==> config.mk <==
export PLATFORM = sky130hd
export DESIGN_NAME = dispatch_skid_buffer
export DESIGN_NICKNAME = d
export VERILOG_FILES = /design/src/rtl/dispatch_pkg.sv /design/src/rtl/payload_reg.sv /design/src/rtl/dispatch_skid_buffer.sv
export SDC_FILE = /design/constraint.sdc
export NUM_CORES = 1
export LEC_CHECK = 0
export ABC_AREA = 1
export CORE_MARGIN = 2
export CORE_UTILIZATION = 50
export CTS_CLUSTER_SIZE = 10
export DETAILED_ROUTE_END_ITERATION = 6
export PLACE_DENSITY = 0.9
export SLEW_MARGIN = 20
export SYNTH_ARGS = -nofsm -noshare
export SYNTH_HDL_FRONTEND = slang
export SYNTH_SLANG_ARGS = --single-unit
==> constraint.sdc <==
create_clock -name clk -period 20.2 [get_ports clk]
set_input_delay 4.04 -clock clk [delete_from_list [all_inputs] [get_ports clk]]
set_output_delay 4.04 -clock clk [all_outputs]
set_load 0.01 [all_outputs]
==> src/rtl/dispatch_pkg.sv <==
// dispatch_pkg: shared types and widths for the rename->dispatch skid buffer.
//   skid_state_t : buffer occupancy state (encoding equals the bundle count)
//   BUNDLE_W     : renamed-instruction bundle width
//   STALL_CNT_W  : rename stall-cycle counter width
package dispatch_pkg;
  localparam int BUNDLE_W    = 219;
  localparam int STALL_CNT_W = 32;

  typedef enum logic [1:0] {
    EMPTY = 2'd0,
    ONE   = 2'd1,
    FULL  = 2'd2
  } skid_state_t;
endpackage

==> src/rtl/payload_reg.sv <==
// payload_reg: WIDTH-wide data register with load enable, async active-high
// reset to zero.
//   clk, reset : clock / async reset
//   en         : load d on the rising edge
//   d, q       : data in / registered data out
module payload_reg #(
  parameter int WIDTH = 219
) (
  input  logic             clk,
  input  logic             reset,
  input  logic             en,
  input  logic [WIDTH-1:0] d,
  output logic [WIDTH-1:0] q
);
  always_ff @(posedge clk or posedge reset) begin
    if (reset)   q <= '0;
    else if (en) q <= d;
  end
endmodule

==> src/rtl/dispatch_skid_buffer.sv <==
// dispatch_skid_buffer: two-entry elastic buffer between rename and dispatch.
// in_ready comes from the state register only, cutting the combinational
// back-pressure path from dispatch to rename.
//   clk, reset            : clock / async active-high reset
//   flush                 : synchronous squash of all held bundles
//   in_valid/in_ready/in_data    : rename-side handshake
//   out_valid/out_ready/out_data : dispatch-side handshake
//   occupancy             : held bundles (0..2)
//   stall_cycles          : saturating count of in_valid && !in_ready cycles
module dispatch_skid_buffer
  import dispatch_pkg::*;
#(
  parameter int WIDTH     = BUNDLE_W,
  parameter int CNT_WIDTH = STALL_CNT_W
) (
  input  logic                 clk,
  input  logic                 reset,
  input  logic                 flush,
  input  logic                 in_valid,
  output logic                 in_ready,
  input  logic [WIDTH-1:0]     in_data,
  output logic                 out_valid,
  input  logic                 out_ready,
  output logic [WIDTH-1:0]     out_data,
  output logic [1:0]           occupancy,
  output logic [CNT_WIDTH-1:0] stall_cycles
);
  skid_state_t          state_q, state_d;
  logic [CNT_WIDTH-1:0] stall_q, stall_d;
  logic [WIDTH-1:0]     main_q, skid_q, main_d;
  logic                 main_en, skid_en;
  logic                 accept, take;

  // Reset gating keeps rename from handing over a bundle while the
  // buffer is being cleared.
  assign in_ready  = !reset && (state_q != FULL);
  assign out_valid = (state_q != EMPTY);
  assign accept    = in_valid && in_ready;
  assign take      = out_valid && out_ready;

  always_comb begin
    state_d = state_q;
    main_en = 1'b0;
    skid_en = 1'b0;
    main_d  = in_data;
    case (state_q)
      EMPTY: if (accept) begin
        state_d = ONE;
        main_en = 1'b1;
      end
      ONE: begin
        if (accept && take) begin
          main_en = 1'b1;
        end else if (accept) begin
          state_d = FULL;
          skid_en = 1'b1;
        end else if (take) begin
          state_d = EMPTY;
        end
      end
      FULL: if (take) begin
        // Skid bundle is the younger one; it moves up behind the take.
        state_d = ONE;
        main_en = 1'b1;
        main_d  = skid_q;
      end
      default: state_d = EMPTY;
    endcase
    // Flush wins: offered bundle is dropped, a concurrent take still completes.
    if (flush) begin
      state_d = EMPTY;
      main_en = 1'b0;
      skid_en = 1'b0;
    end
  end

  always_comb begin
    stall_d = stall_q;
    if (in_valid && !in_ready && (stall_q != '1))
      stall_d = stall_q + CNT_WIDTH'(1);
  end

  always_ff @(posedge clk or posedge reset) begin
    if (reset) begin
      state_q <= EMPTY;
      stall_q <= '0;
    end else begin
      state_q <= state_d;
      stall_q <= stall_d;
    end
  end

  payload_reg #(.WIDTH(WIDTH)) u_main (
    .clk(clk), .reset(reset), .en(main_en), .d(main_d), .q(main_q)
  );

  payload_reg #(.WIDTH(WIDTH)) u_skid (
    .clk(clk), .reset(reset), .en(skid_en), .d(in_data), .q(skid_q)
  );

  always_comb begin
    case (state_q)
      ONE:     occupancy = 2'd1;
      FULL:    occupancy = 2'd2;
      default: occupancy = 2'd0;
    endcase
  end

  assign out_data     = main_q;
  assign stall_cycles = stall_q;
endmodule

==> flow_summary_export.csv <==
group,metric,value,unit
pwr,power.density,112.6,mW/mm²
timing,worstMarginPinSlew,1.076,ns
worst_setup_path,critPathMostFrequentCell,"clkdlybuf4s50_1",
min_path,worst_hold_path.num_cells,2,
detailed_routing,wl,56720,µm
pwr,peakVddDrop,78.95,µV
min_path,hp-class,"flop to flop",
yosys,synth_cell_types,26,
cts,root_buffer,"clkbuf_16",
cts,clk_pin_slew,0.05,ns
worst_setup_path,ff2ff_setup_slack,15.92,ns
place,placed_cells,3597,
floorplanning,die-area,0.04436,mm²
worst_setup_path,reg2reg_from,"state_q[0]",
cts,cts_buffers,53,
floorplanning,core_area,0.04204,mm²
place,globalplace.congestion,0.8988,
cts,clock-sinks,472,
yosys,syn_nets,2938,
detailed_routing,post_drt_wl_per_cell,15.50,µm
detailed_routing,first_pass_iters,6,
detailed_routing,viasPerCell,5.127,
cells_and_area,fin_nets,3338,
cts,ctsHoldBuffers,0,
min_path,min_from,"u_skid.q[190]",
global_routing,grt-ovfl-total,0,
floorplanning,die_w,210.6,µm
cts,h-tree-depth,2,
global_routing,antenna_found_initial,4,
yosys,ys_async_sr_fraction,1.000,
yosys,synth_cells,2713,
detailed_routing,drt_iter0_drc,1852,
worst_setup_path,worst-endpoint-required,16.16,ns
cells_and_area,final_core_util,0.6590,
cts,cts_buffer_depth,3,
yosys,yosys_register_bits,472,
cells_and_area,final_cell_mix,"634 x nand2_1, 478 x clkdlybuf4s50_1, 472 x dfrtp_1",
timing,final-hold-violation-count,0,
global_routing,grt_pass1_wl,89950,µm
yosys,ys_seq_area_frac,0.5533,
yosys,avgSynthCellArea,7.868,µm²
yosys,synth_flop_cell,"dfrtp_1",
floorplanning,num_rows,75,
worst_setup_path,reg2regPathDepth,8,
timing,slew_viol_final,0,
cts,clk_latency,0.58,ns
place,pre_cts_ws,10.86,ns
timing,max_clock_freq,107.2,MHz
worst_setup_path,cp_num_buf_inv,2,
detailed_routing,drc_errors,0,
yosys,mappedNetlistArea,0.02135,mm²
timing,min_period,9.332,ns
worst_setup_path,reg2reg_to,"u_main.q[57]",
worst_setup_path,arrival,5.29,ns
worst_setup_path,crit_chain,"clkdlybuf4s50_1, nor2_1, clkdlybuf4s50_1",
yosys,synth_edf_count,0,
timing,skew,0.01068,ns
job,cap_violations,0,
cells_and_area,final_common_cell,"nand2_1",
worst_setup_path,path_class,"input port to output pin",
cells_and_area,final_cells,3660,
place,dp_hpwl,36200,µm
floorplanning,start_util,0.5077,
worst_setup_path,slowest_delay,0.56,ns
timing,tns,0,ns
detailed_routing,antenna_left,0,
cells_and_area,final_area,0.02771,mm²
timing,timing.final.crit_share,0.4620,
outcome,outcome,"finished clean",
timing,setup_viol,0,
cells_and_area,fill_cells,3196,
timing,grt_setup_unrepaired,"no",
detailed_routing,via_count,18770,
global_routing,grt_max_degree,240,
floorplanning,pin_count,479,
worst_setup_path,cpMaxStageDelayCell,"clkdlybuf4s50_1",
worst_setup_path,worstPathMaxFanout,2,
timing,slew_headroom,0.2828,
pwr,leakagePower,13.70,nW
place,dpl_cell_area,0.02626,mm²
cells_and_area,area_growth,29.80,%
cts,postCtsSetupRepairBufs,0,
floorplanning,die_y,210.6,µm
global_routing,grt.total_usage,0.2504,
place,portBuffers,478,
worst_setup_path,cp-start-kind,"input port",
yosys,synth-warning-count,0,
worst_setup_path,crit_path_end_kind,"output pin",
min_path,min_to,"u_skid.q[190]",
global_routing,grt_pass1_vias,18020,
cts,tritoncts,"built",
timing,worst_slack,10.87,ns
cells_and_area,final_layout_size_suffix_gt1_frac,0.02693,
worst_setup_path,crit_family,"buffers and inverters",
worst_setup_path,path_depth,3,
cts,cts_resized,0,
[registers in the layout (all words and copies together), names as in the netlist]
name	count
u_skid.q	219
stall_cycles	32
u_main.q	219
state_q	2
[report_power, final]
part / total (mW) / switching [mW] / internal, mW
clock: 0.842 / 0.354 / 0.488
sequential: 1.48 / 0.201 / 1.28
combinational: 0.801 / 0.386 / 0.415
[per-stage QoR]
stage                     hold slack, ns  power, mW
after global placement            0.4659      2.223
after global routing              0.5027      3.295
after detailed placement          0.4735      2.270
final                             0.4842      3.119
after CTS                         0.4872      3.136
after floorplan                   0.4537      1.813
[worst reg2reg max path: stages, from the launching register on]
cell     delay, ns
dfrtp_1       0.45
nor2_1        0.35
nor2_1        0.15
nor3_4        0.20
buf_4         0.72
buf_4         0.93
buf_4         1.03
nand2_1       0.24
o21ai_0       0.14
[area by class of cell]
cell class              count  area, µm²  share of cell area
multi-input cells        1620       7082              0.2556
diodes                      2      5.005           0.0001806
clock buffers              60       1425             0.05144
clock inverters             1      8.758           0.0003161
repair buffers            494       4921              0.1776
flip-flops and latches    472      11810              0.4263
inverters                 472       1779             0.06422
well taps                 539      674.4             0.02434
[cells in the mapped netlist, types with 2 or more instances]
cell type	count	share of area
nand2_1	635	0.11
dfrtp_1	472	0.55
inv_1	471	0.083
o21ai_0	421	0.099
nor2_1	277	0.049
a21oi_1	220	0.052
buf_2	105	0.025
clkbuf_1	40	0.0070
o21ai_1	22	0.0052
nand3_1	15	0.0035
xor2_1	8	0.0033
xnor2_1	6	0.0025
nand4_1	4	0.0012
buf_1	2	0.00035
nand3b_1	2	0.00070
nor3_1	2	0.00047
nor3_2	2	0.00094
[worst max path at each step]
stage	from	to	slack, ns
6_report	reset	in_ready	10.87
3_5_place_dp	reset	in_ready	10.86
2_1_floorplan	reset	stall_cycles[0]	2.96
5_1_grt	reset	in_ready	10.84
4_1_cts	reset	in_ready	10.87
3_3_place_gp	reset	in_ready	10.88
[routing by layer]
| layer | up-vias | track usage | share of wire |
|---|---|---|---|
| li1 | 9077 | - | - |
| met1 | 8799 | 0.3206 | 0.40 |
| met2 | 749 | 0.4102 | 0.48 |
| met3 | 137 | 0.06557 | 0.085 |
| met4 | 4 | 0.09519 | 0.035 |
| met5 | - | 0 | 0.00041 |
[cells by family after synthesis]
kind of cell,count (synthesis),share of synthesized area
AOI/OAI and AO/OA,665,0.1562
buffers and inverters,621,0.1159
and+or+nand+nor,940,0.1683
adders and majority gates,1,0.0005861
xor gates and xnor gates,14,0.005745
DFF,472,0.5533
(Power assumes the default switching activity.)
